[src/rtl/qec5_pkg.sv]
// Shared definitions for the 5-qubit code: axis encodings, the single-qubit
// Pauli syndrome table and its inverse (syndrome -> one-hot correction).
package qec5_pkg;

  localparam int NUM_QUBITS = 5;

  typedef enum logic [1:0] {
    AX_IDLE = 2'b00,
    AX_X    = 2'b01,
    AX_Y    = 2'b10,
    AX_Z    = 2'b11
  } axis_e;

  // Ancilla syndrome for a single Pauli error on one qubit (qubit 0 = correction MSB).
  function automatic logic [3:0] syndrome_of(input logic [1:0] axis, input logic [2:0] qubit);
    logic [3:0] s;
    s = 4'b0000;
    case ({axis, qubit})
      {AX_X, 3'd0}: s = 4'b0001;
      {AX_X, 3'd1}: s = 4'b1000;
      {AX_X, 3'd2}: s = 4'b1100;
      {AX_X, 3'd3}: s = 4'b0110;
      {AX_X, 3'd4}: s = 4'b0011;
      {AX_Y, 3'd0}: s = 4'b1011;
      {AX_Y, 3'd1}: s = 4'b1101;
      {AX_Y, 3'd2}: s = 4'b1110;
      {AX_Y, 3'd3}: s = 4'b1111;
      {AX_Y, 3'd4}: s = 4'b0111;
      {AX_Z, 3'd0}: s = 4'b1010;
      {AX_Z, 3'd1}: s = 4'b0101;
      {AX_Z, 3'd2}: s = 4'b0010;
      {AX_Z, 3'd3}: s = 4'b1001;
      {AX_Z, 3'd4}: s = 4'b0100;
      default:      s = 4'b0000;
    endcase
    return s;
  endfunction

  // Inverse table for checkers: one-hot correction for a syndrome seen in an axis slot.
  function automatic logic [4:0] correction_of(input logic [1:0] axis, input logic [3:0] syn);
    logic [4:0] c;
    logic [2:0] q;
    c = 5'b00000;
    for (int i = 0; i < NUM_QUBITS; i++) begin
      q = 3'(i);
      if (syn != 4'b0000 && syndrome_of(axis, q) == syn) c = 5'b10000 >> q;
    end
    return c;
  endfunction

endpackage

[src/rtl/syndrome_gen_if.sv]
// Error-request handshake between an error source and the syndrome generator.
interface syndrome_gen_if;
  logic       err_valid;
  logic       err_ready;
  logic [2:0] err_qubit;
  logic [1:0] err_axis;

  modport master (output err_valid, output err_qubit, output err_axis, input err_ready);
  modport slave  (input err_valid, input err_qubit, input err_axis, output err_ready);
endinterface

[src/rtl/qec_slot_seq.sv]
// Shared slot timeline: idle for one cycle after reset, then X -> Y -> Z forever.
module qec_slot_seq
  import qec5_pkg::*;
(
  input  logic  CLK,
  input  logic  RST_N,
  output axis_e slot
);

  // Advance the rotation every cycle; idle only leaves once.
  always_ff @(posedge CLK or negedge RST_N) begin
    if (!RST_N) begin
      slot <= AX_IDLE;
    end else begin
      case (slot)
        AX_X:    slot <= AX_Y;
        AX_Y:    slot <= AX_Z;
        default: slot <= AX_X;
      endcase
    end
  end

endmodule

[src/rtl/syndrome_gen.sv]
// Syndrome generator: holds one single-qubit Pauli error until its axis slot
// comes round, then drives the matching ancilla syndrome for exactly one slot.
// Optional LFSR mode injects pseudo-random errors when no request is offered.
module syndrome_gen
  import qec5_pkg::*;
#(
  parameter logic [7:0] LFSR_SEED  = 8'hA5,
  parameter int         OUT_STAGES = 1
) (
  input  logic                 CLK,
  input  logic                 RST_N,
  syndrome_gen_if.slave        req,
  input  logic                 rand_en,
  output logic [3:0]           ancilla,
  output logic [1:0]           anc_axis,
  output logic [7:0]           inj_count,
  output logic                 illegal
);

  localparam logic [2:0] MAX_QUBIT = 3'(NUM_QUBITS - 1);

  axis_e      slot;
  logic       pending;
  logic [2:0] pend_qubit;
  axis_e      pend_axis;
  logic [7:0] lfsr;
  logic       emit;
  logic       req_legal;
  logic [2:0] rnd_qubit;
  axis_e      rnd_axis;
  logic [3:0] anc_p0;
  logic [1:0] axis_p0;
  logic [5:0] tap [OUT_STAGES+1];

  // Galois form of x^8+x^6+x^5+x^4+1 (shift right, feed back through 0xB8).
  function automatic logic [7:0] lfsr_step(input logic [7:0] l);
    return (l >> 1) ^ (l[0] ? 8'hB8 : 8'h00);
  endfunction

  qec_slot_seq u_slot (
    .CLK  (CLK),
    .RST_N(RST_N),
    .slot (slot)
  );

  assign req.err_ready = !pending;
  assign emit          = pending && (pend_axis == slot);
  assign req_legal     = (req.err_qubit <= MAX_QUBIT) && (req.err_axis != AX_IDLE);
  assign rnd_qubit     = lfsr[2:0] % 3'd5;
  assign rnd_axis      = (lfsr[4:3] == 2'b00) ? AX_X : axis_e'(lfsr[4:3]);

  // Request slot: accept external or LFSR errors while empty, release on emission.
  always_ff @(posedge CLK or negedge RST_N) begin
    if (!RST_N) begin
      pending    <= 1'b0;
      pend_qubit <= 3'd0;
      pend_axis  <= AX_IDLE;
      lfsr       <= LFSR_SEED;
      illegal    <= 1'b0;
    end else if (pending) begin
      if (emit) pending <= 1'b0;
    end else if (req.err_valid) begin
      if (req_legal) begin
        pending    <= 1'b1;
        pend_qubit <= req.err_qubit;
        pend_axis  <= axis_e'(req.err_axis);
      end else begin
        illegal <= 1'b1;
      end
    end else if (rand_en) begin
      pending    <= 1'b1;
      pend_qubit <= rnd_qubit;
      pend_axis  <= rnd_axis;
      lfsr       <= lfsr_step(lfsr);
    end
  end

  // Stage 0: syndrome for the matching slot, slot tag every cycle, emission count.
  always_ff @(posedge CLK or negedge RST_N) begin
    if (!RST_N) begin
      anc_p0    <= 4'b0000;
      axis_p0   <= 2'b00;
      inj_count <= 8'd0;
    end else begin
      anc_p0  <= emit ? syndrome_of(pend_axis, pend_qubit) : 4'b0000;
      axis_p0 <= slot;
      if (emit) inj_count <= inj_count + 8'd1;
    end
  end

  assign tap[0] = {anc_p0, axis_p0};

  for (genvar k = 0; k < OUT_STAGES; k++) begin : g_out
    logic [5:0] stage_q;
    // Output alignment stage k+1: syndrome and its tag move together.
    always_ff @(posedge CLK or negedge RST_N) begin
      if (!RST_N) stage_q <= 6'd0;
      else        stage_q <= tap[k];
    end
    assign tap[k+1] = stage_q;
  end

  assign {ancilla, anc_axis} = tap[OUT_STAGES];

endmodule
[src/flat_wrapper.sv]
// flat-port wrapper written by rule: the top's interface ports become plain ports
module syndrome_gen_flat import qec5_pkg::*;
#(
  parameter logic [7:0] LFSR_SEED  = 8'hA5,
  parameter int         OUT_STAGES = 1
)
  (CLK, RST_N, rand_en, ancilla, anc_axis, inj_count, illegal, req_err_valid, req_err_qubit, req_err_axis, req_err_ready);
  syndrome_gen_if req_i ();
  input  logic CLK;
  input  logic RST_N;
  input  logic rand_en;
  output logic [3:0] ancilla;
  output logic [1:0] anc_axis;
  output logic [7:0] inj_count;
  output logic illegal;
  input wire logic [$bits(req_i.err_valid)-1:0] req_err_valid;
  input wire logic [$bits(req_i.err_qubit)-1:0] req_err_qubit;
  input wire logic [$bits(req_i.err_axis)-1:0] req_err_axis;
  output wire logic [$bits(req_i.err_ready)-1:0] req_err_ready;
  assign req_i.err_valid = req_err_valid;
  assign req_i.err_qubit = req_err_qubit;
  assign req_i.err_axis = req_err_axis;
  assign req_err_ready = req_i.err_ready;
  syndrome_gen #(.LFSR_SEED(LFSR_SEED), .OUT_STAGES(OUT_STAGES)) u_core (.CLK(CLK), .RST_N(RST_N), .req(req_i), .rand_en(rand_en), .ancilla(ancilla), .anc_axis(anc_axis), .inj_count(inj_count), .illegal(illegal));
endmodule
[config.mk]
export PLATFORM = sky130hd
export DESIGN_NAME = syndrome_gen_flat
export DESIGN_NICKNAME = d
export VERILOG_FILES = /design/src/rtl/qec5_pkg.sv /design/src/rtl/syndrome_gen_if.sv /design/src/rtl/qec_slot_seq.sv /design/src/rtl/syndrome_gen.sv /design/src/flat_wrapper.sv
export SDC_FILE = /design/constraint.sdc
export NUM_CORES = 1
export LEC_CHECK = 0
export ABC_AREA = 0
export CORE_MARGIN = 1.5
export CORE_UTILIZATION = 49
export DETAILED_ROUTE_END_ITERATION = 10
export GPL_TIMING_DRIVEN = 0
export PLACE_DENSITY_LB_ADDON = 0.12
export SYNTH_ARGS = -nofsm -noshare
export SYNTH_HDL_FRONTEND = slang
export SYNTH_SLANG_ARGS = --single-unit
[constraint.sdc]
create_clock -name CLK -period 1.6 [get_ports CLK]
set_clock_uncertainty 0.05 [all_clocks]
set_input_delay 0.32 -clock CLK [delete_from_list [all_inputs] [get_ports CLK]]
set_output_delay 0.32 -clock CLK [all_outputs]
set_load 0.01 [all_outputs]
* After elaboration in Yosys (flattened, before gate mapping) *
Memory sizes are Yosys's and may differ from the RTL's.
Cells that the tools add are included.

storage, ports and cells
  output and inout bits = 16
  memories = 1
  logic and storage cells = 46
  register bits = 37
  memory bits (read-only) = 128

memory list
  name             words  bits a word  rd ports  clocked after memory_dff  write ports  RTL line        text
  (no name shown)  32     4            1         0                         0            qec5_pkg.sv:18  case ({axis, qubit})

cells by class
  eq/ne operators = 4
  divide/modulo/power cells = 1
  reduce and logical (&&, ||, !) cells = 9
  magnitude comparators = 1
  mux-type cells = 15
  bitwise gates (word level) = 4
  add/subtract/negate cells = 1

operators with widths
  kind                 number
  $mux 3               3
  $reduce_and 3->1     3
  $add 8x1->8 const B  1
  $mux 2               4
  $mux 8               1
  $xor 7x8->8          1
  $mux 1               5
  $mux 4               1
  $pmux 2 s2           1
  $reduce_bool 2->1    2
  $le 3x3->1 const B   1
  $mod 3x3->3 const B  1
  $not 1->1            3
  $eq 2x1->1 const B   1
  $eq 2x2->1           1
  $eq 2x2->1 const B   1
  $logic_and 1x1->1    2
  $logic_not 2->1      1
  $ne 2x1->1 const B   1
  $logic_not 1->1      1

* Longest topological paths before layout *
  word-level depth = 5
  depth in mapped cells = 5

* Modules after synthesis *
Synthesis repeated with hierarchy kept, for this count alone.

unflattened totals
  cell total of the unflattened synthesis = 155
  area total of the unflattened synthesis = 1760.4 µm²

by module, submodules not included
  module        cells an instance  times used  area an instance (µm²)
  syndrome_gen  149                1           1686.6
  qec_slot_seq  6                  1           73.8

* Worst setup path after synthesis *
Ideal clock, no wire load.

  path kind = register to register
  start point = reg u_core.lfsr[0]
  end point = reg u_core.pend_qubit[2]
  path slack = -0.064 ns
  arrival = 1.490 ns
  cell stages (with the launch flop) = 6
  buffers on the path = 1
  path through = dfstp_2 buf_2 inv_1 ha_1 o32a_1 mux2_2

on the way
  word-level cells in the longest chain between the ends = 3

ends and longest elaborated chain
  what                    RTL line            text
  from (decl)             syndrome_gen.sv:26  logic [7:0] lfsr;
  from (signal assigned)  syndrome_gen.sv:74  lfsr <= lfsr_step(lfsr);
  $mod 3x3->3             syndrome_gen.sv:49  assign rnd_qubit = lfsr[2:0] % 3'd5;
  $mux 3                  syndrome_gen.sv:70  end else if (rand_en) begin
  $mux 3                  syndrome_gen.sv:62  end else if (req.err_valid) begin
  to (signal assigned)    syndrome_gen.sv:65  pend_qubit <= req.err_qubit;
  to (signal assigned)    syndrome_gen.sv:72  pend_qubit <= rnd_qubit;
  to (decl)               syndrome_gen.sv:24  logic [2:0] pend_qubit;

No other way between the ends. The select of a mux whose other input is x is not followed.
A chain may end at the register's enable or synchronous reset.

* Worst setup path in the final report *
Same ends and word-level chain as after synthesis.

==> flow_summary.yaml <==
outcome:
  outcome: "finished, final reports clean"
final_layout:
  n_antenna_cell: 0
  syn2layout_area_growth_pct: 27.96
  utilization_pct: 64.46
  drive_above_1_share_pct: 23.86
  fillers: 294
  final_nets: 213
routing:
  postRouteAntennaNets: 0
  firstDrtPassIters: 4
  wirelength_mm: 3.145
  wire_per_inst_um: 12.84
  drtIter0Drc: 33
  drc_errors: 0
  num_vias: 1258
  viasPerCell: 5.135
global_route:
  grt_pass1_wl_mm: 5.561
  grtUsageTotal_pct: 17.67
  grt_pass1_vias: 1285
  antenna_found_initial: 0
  overflow: 0
  grt_max_degree: 38
placement:
  place_ws_ns: -0.3166
  hpwl_mm: 2.288
  gp_congestion: 0.7813
  io_buffers: 24
power:
  power_leakage_nw: 1.087
  intPower_mw: 2.691
  seqPwrFrac_pct: 36.2
  p_sw_mw: 1.401
  power_density_nw_per_um2: 1747
  fin_total_pwr_mw: 4.092
  p_sw_share_pct: 34.23
  irDropWorstVdd_mv: 0.8717
  power_frac_clock_pct: 20.1
  combinationalPowerShare_pct: 43.8
timing:
  fmax_mhz: 641.1
  final-hold-violation-count: 0
  setup_viol: 0
  rsz0062_at_grt: "no"
  setup_ws_ns: 0.04019
  min_period_over_period_pct: 97.49
  min_period_ns: 1.560
  slew-limit-headroom_pct: 48.11
  slew_viol_final: 0
  tns_ns: 0
  worstMarginPinSlew_ns: 0.7783
  holdWs_ns: 0.06343
critical_path:
  ff2ff_setup_slack_ns: 0.04
  crit_start: "u_core.lfsr[0]"
  r2r_cells: 5
  cp_data_required_time_ns: 1.72
  cp_slowest_cell: "dfstp_2"
  r2r-start: "u_core.lfsr[0]"
  r2r_end: "u_core.pend_qubit[2]"
  crit_path_start_kind: "flip-flop"
  arrival_ns: 1.68
  end_kind: "flip-flop"
  critPathKind: "flip-flop to flip-flop"
  cpPeakStageDelay_ns: 0.54
  crit_fanout: 3
  crit_end: "u_core.pend_qubit[2]"
  cp_cell_sequence: "buf_6 -> inv_2 -> ha_4 -> o32a_1 -> mux2_2"
logic_synthesis:
  syn_inst: 158
  synth.area.top_cells: "dfrtp_1 (45%), dfstp_2 (5.7%), ha_1 (5.5%)"
  synth.mux.area_fraction_pct: 5.605
  yosysUniqueCellTypes: 44
  ys.flop_type: "dfrtp_1"
  ys_async_sr_fraction_pct: 100.0
  synth_common_cells: "dfrtp_1 (33), nand2_1 (14), inv_1 (11), o21ai_0 (11), ha_1 (8)"
  yosysMostFrequentCell: "dfrtp_1"
  ys_ff_latch: 37
  synth_fp_nets: 175
  synth-edff-count: 0
  synthAdderAreaFrac_pct: 5.468
  synth_xor_area_share_pct: 7.656
  synth_top_family_by_area: "simple AND/OR/NAND/NOR gates"
  synth_top_area_cell: "dfrtp_1"
  synthSimpleGateAreaFrac_pct: 15.24
  syn_area_um2: 1831
  synth_compound_area_share_pct: 9.706
  synth_top_area_share_pct: 45.11
  ys_warn_count: 0
  ys_seq_area_share_pct: 50.85
  syn_area_per_cell_um2: 11.59
clocking:
  insertion_delay_ns: 0.28
  cts_buffers: 5
  h-tree-depth: 2
  cts_tree: "done"
  cts-root-buf: "clkbuf_8"
  cts_hold_buf: 0
  clk_path_buf_depth: 2
  path_clk_slew_ns: 0.07
  clkSinkCount: 37
flow_run:
  maxCapViolCount: 0
floorplanning:
  core_um2: 3633
  io_pins: 25
  dieArea_um2: 4111
  rows: 22
  start_util_pct: 50.38
  die_x_um: 64.12
  die_h_um: 64.12
worst_hold_path:
  min_path_type: "input pin to async pin"
## how the worst min path moves through the flow
stage / startpoint / endpoint / slack, ns / depth (start not counted)
floorplan: RST_N / u_core.anc_p0[0] / -0.03 / 0
global placement: u_core.anc_p0[0] / u_core.g_out[0].stage_q[2] / 0.28 / 0
detailed placement: u_core.axis_p0[1] / u_core.g_out[0].stage_q[1] / 0.28 / 0
CTS: RST_N / u_core.g_out[0].stage_q[2] / 0.09 / 1
global route: RST_N / u_core.g_out[0].stage_q[1] / 0.12 / 1
finish: RST_N / u_core.anc_p0[0] / 0.06 / 1
## logic make-up (layout without fill, tap and decap cells)
group,after synthesis,in the layout
DFF,37,37
buffers and inverters,18,57
xor gates and xnor gates,13,13
AOI/OAI and AO/OA,26,26
muxes,9,9
adders and majority gates,8,8
and+or+nand+nor,47,47
## layer usage
layer  share of wire (%)  up-vias  track usage [%]
li1                    -      620                -
met1                  44      598            20.72
met2                  49       33            29.30
met3                 4.6        7            5.986
met4                 1.7        0            7.979
met5                   0        -                0
## registers in the layout, indices dropped and copies added, names as in the netlist
register / flops
u_core.u_slot.slot: 2
u_core.illegal: 1
u_core.pend_axis: 2
u_core.g_out.stage_q: 6
u_core.pend_qubit: 3
u_core.pending: 1
u_core.anc_p0: 4
u_core.inj_count: 8
u_core.lfsr: 8
u_core.axis_p0: 2
## critical path: cells and delay by family (launching register included)
kind	cells	cell delay, ns
muxes	1	0.26
adders and majority gates	1	0.14
buffers and inverters	2	0.13
AOI/OAI and AO/OA	1	0.32
DFF	1	0.54
## final cells by class
type,instances,area [um^2],share of cell area (%)
flip-flops and latches,37,933.4,39.85
multi-input cells,103,825.8,35.26
repair buffers,31,294.0,12.55
clock buffers,6,82.58,3.526
plain buffers,7,67.56,2.885
well taps,48,60.06,2.564
inverters,11,41.29,1.763
clock inverters,2,37.54,1.603
## layout by cell type (no fill, tap or decap), types with 2 or more instances in the layout
cell and count:
buf_4 8, nand2b_1 2, nor4_1 5, dfrtp_1 31, nand4_1 3, clkdlybuf4s50_1 19
xor2_1 6, inv_1 10, xnor2_1 5, a21oi_1 5, o21ai_0 11, mux2_4 2
dfstp_2 4, nand2_1 14, nor2_1 3, buf_6 5, nor2b_1 3, nor3_1 3
nor3_2 2, clkbuf_8 6, ha_1 7, dfrtp_2 2, dlymetal6s2s_1 3, and2_1 2
mux2i_1 2, mux2_2 5
## repair_timing
action                                  CTS  global route
endpoints found under the setup margin    8             8
resized for setup                         7             6
pin swaps                                 2             1
setup buffers                             6             1
## power by group through the flow
| stage | clock, mW | sequential, mW | combinational, mW |
|---|---|---|---|
| floorplan | 0 | 1.52 | 1.11 |
| global placement | 0 | 1.53 | 1.54 |
| detailed placement | 0 | 1.55 | 1.58 |
| CTS | 0.845 | 1.48 | 1.79 |
| global route | 0.895 | 1.53 | 1.99 |
| finish | 0.822 | 1.48 | 1.79 |
## through the flow
stage	instances	area [um^2]
finish	245	2342
global route	245	2342
detailed placement	230	2132
global placement	230	2137
floorplan	158	1837
CTS	244	2318
(Power assumes the default switching activity.)
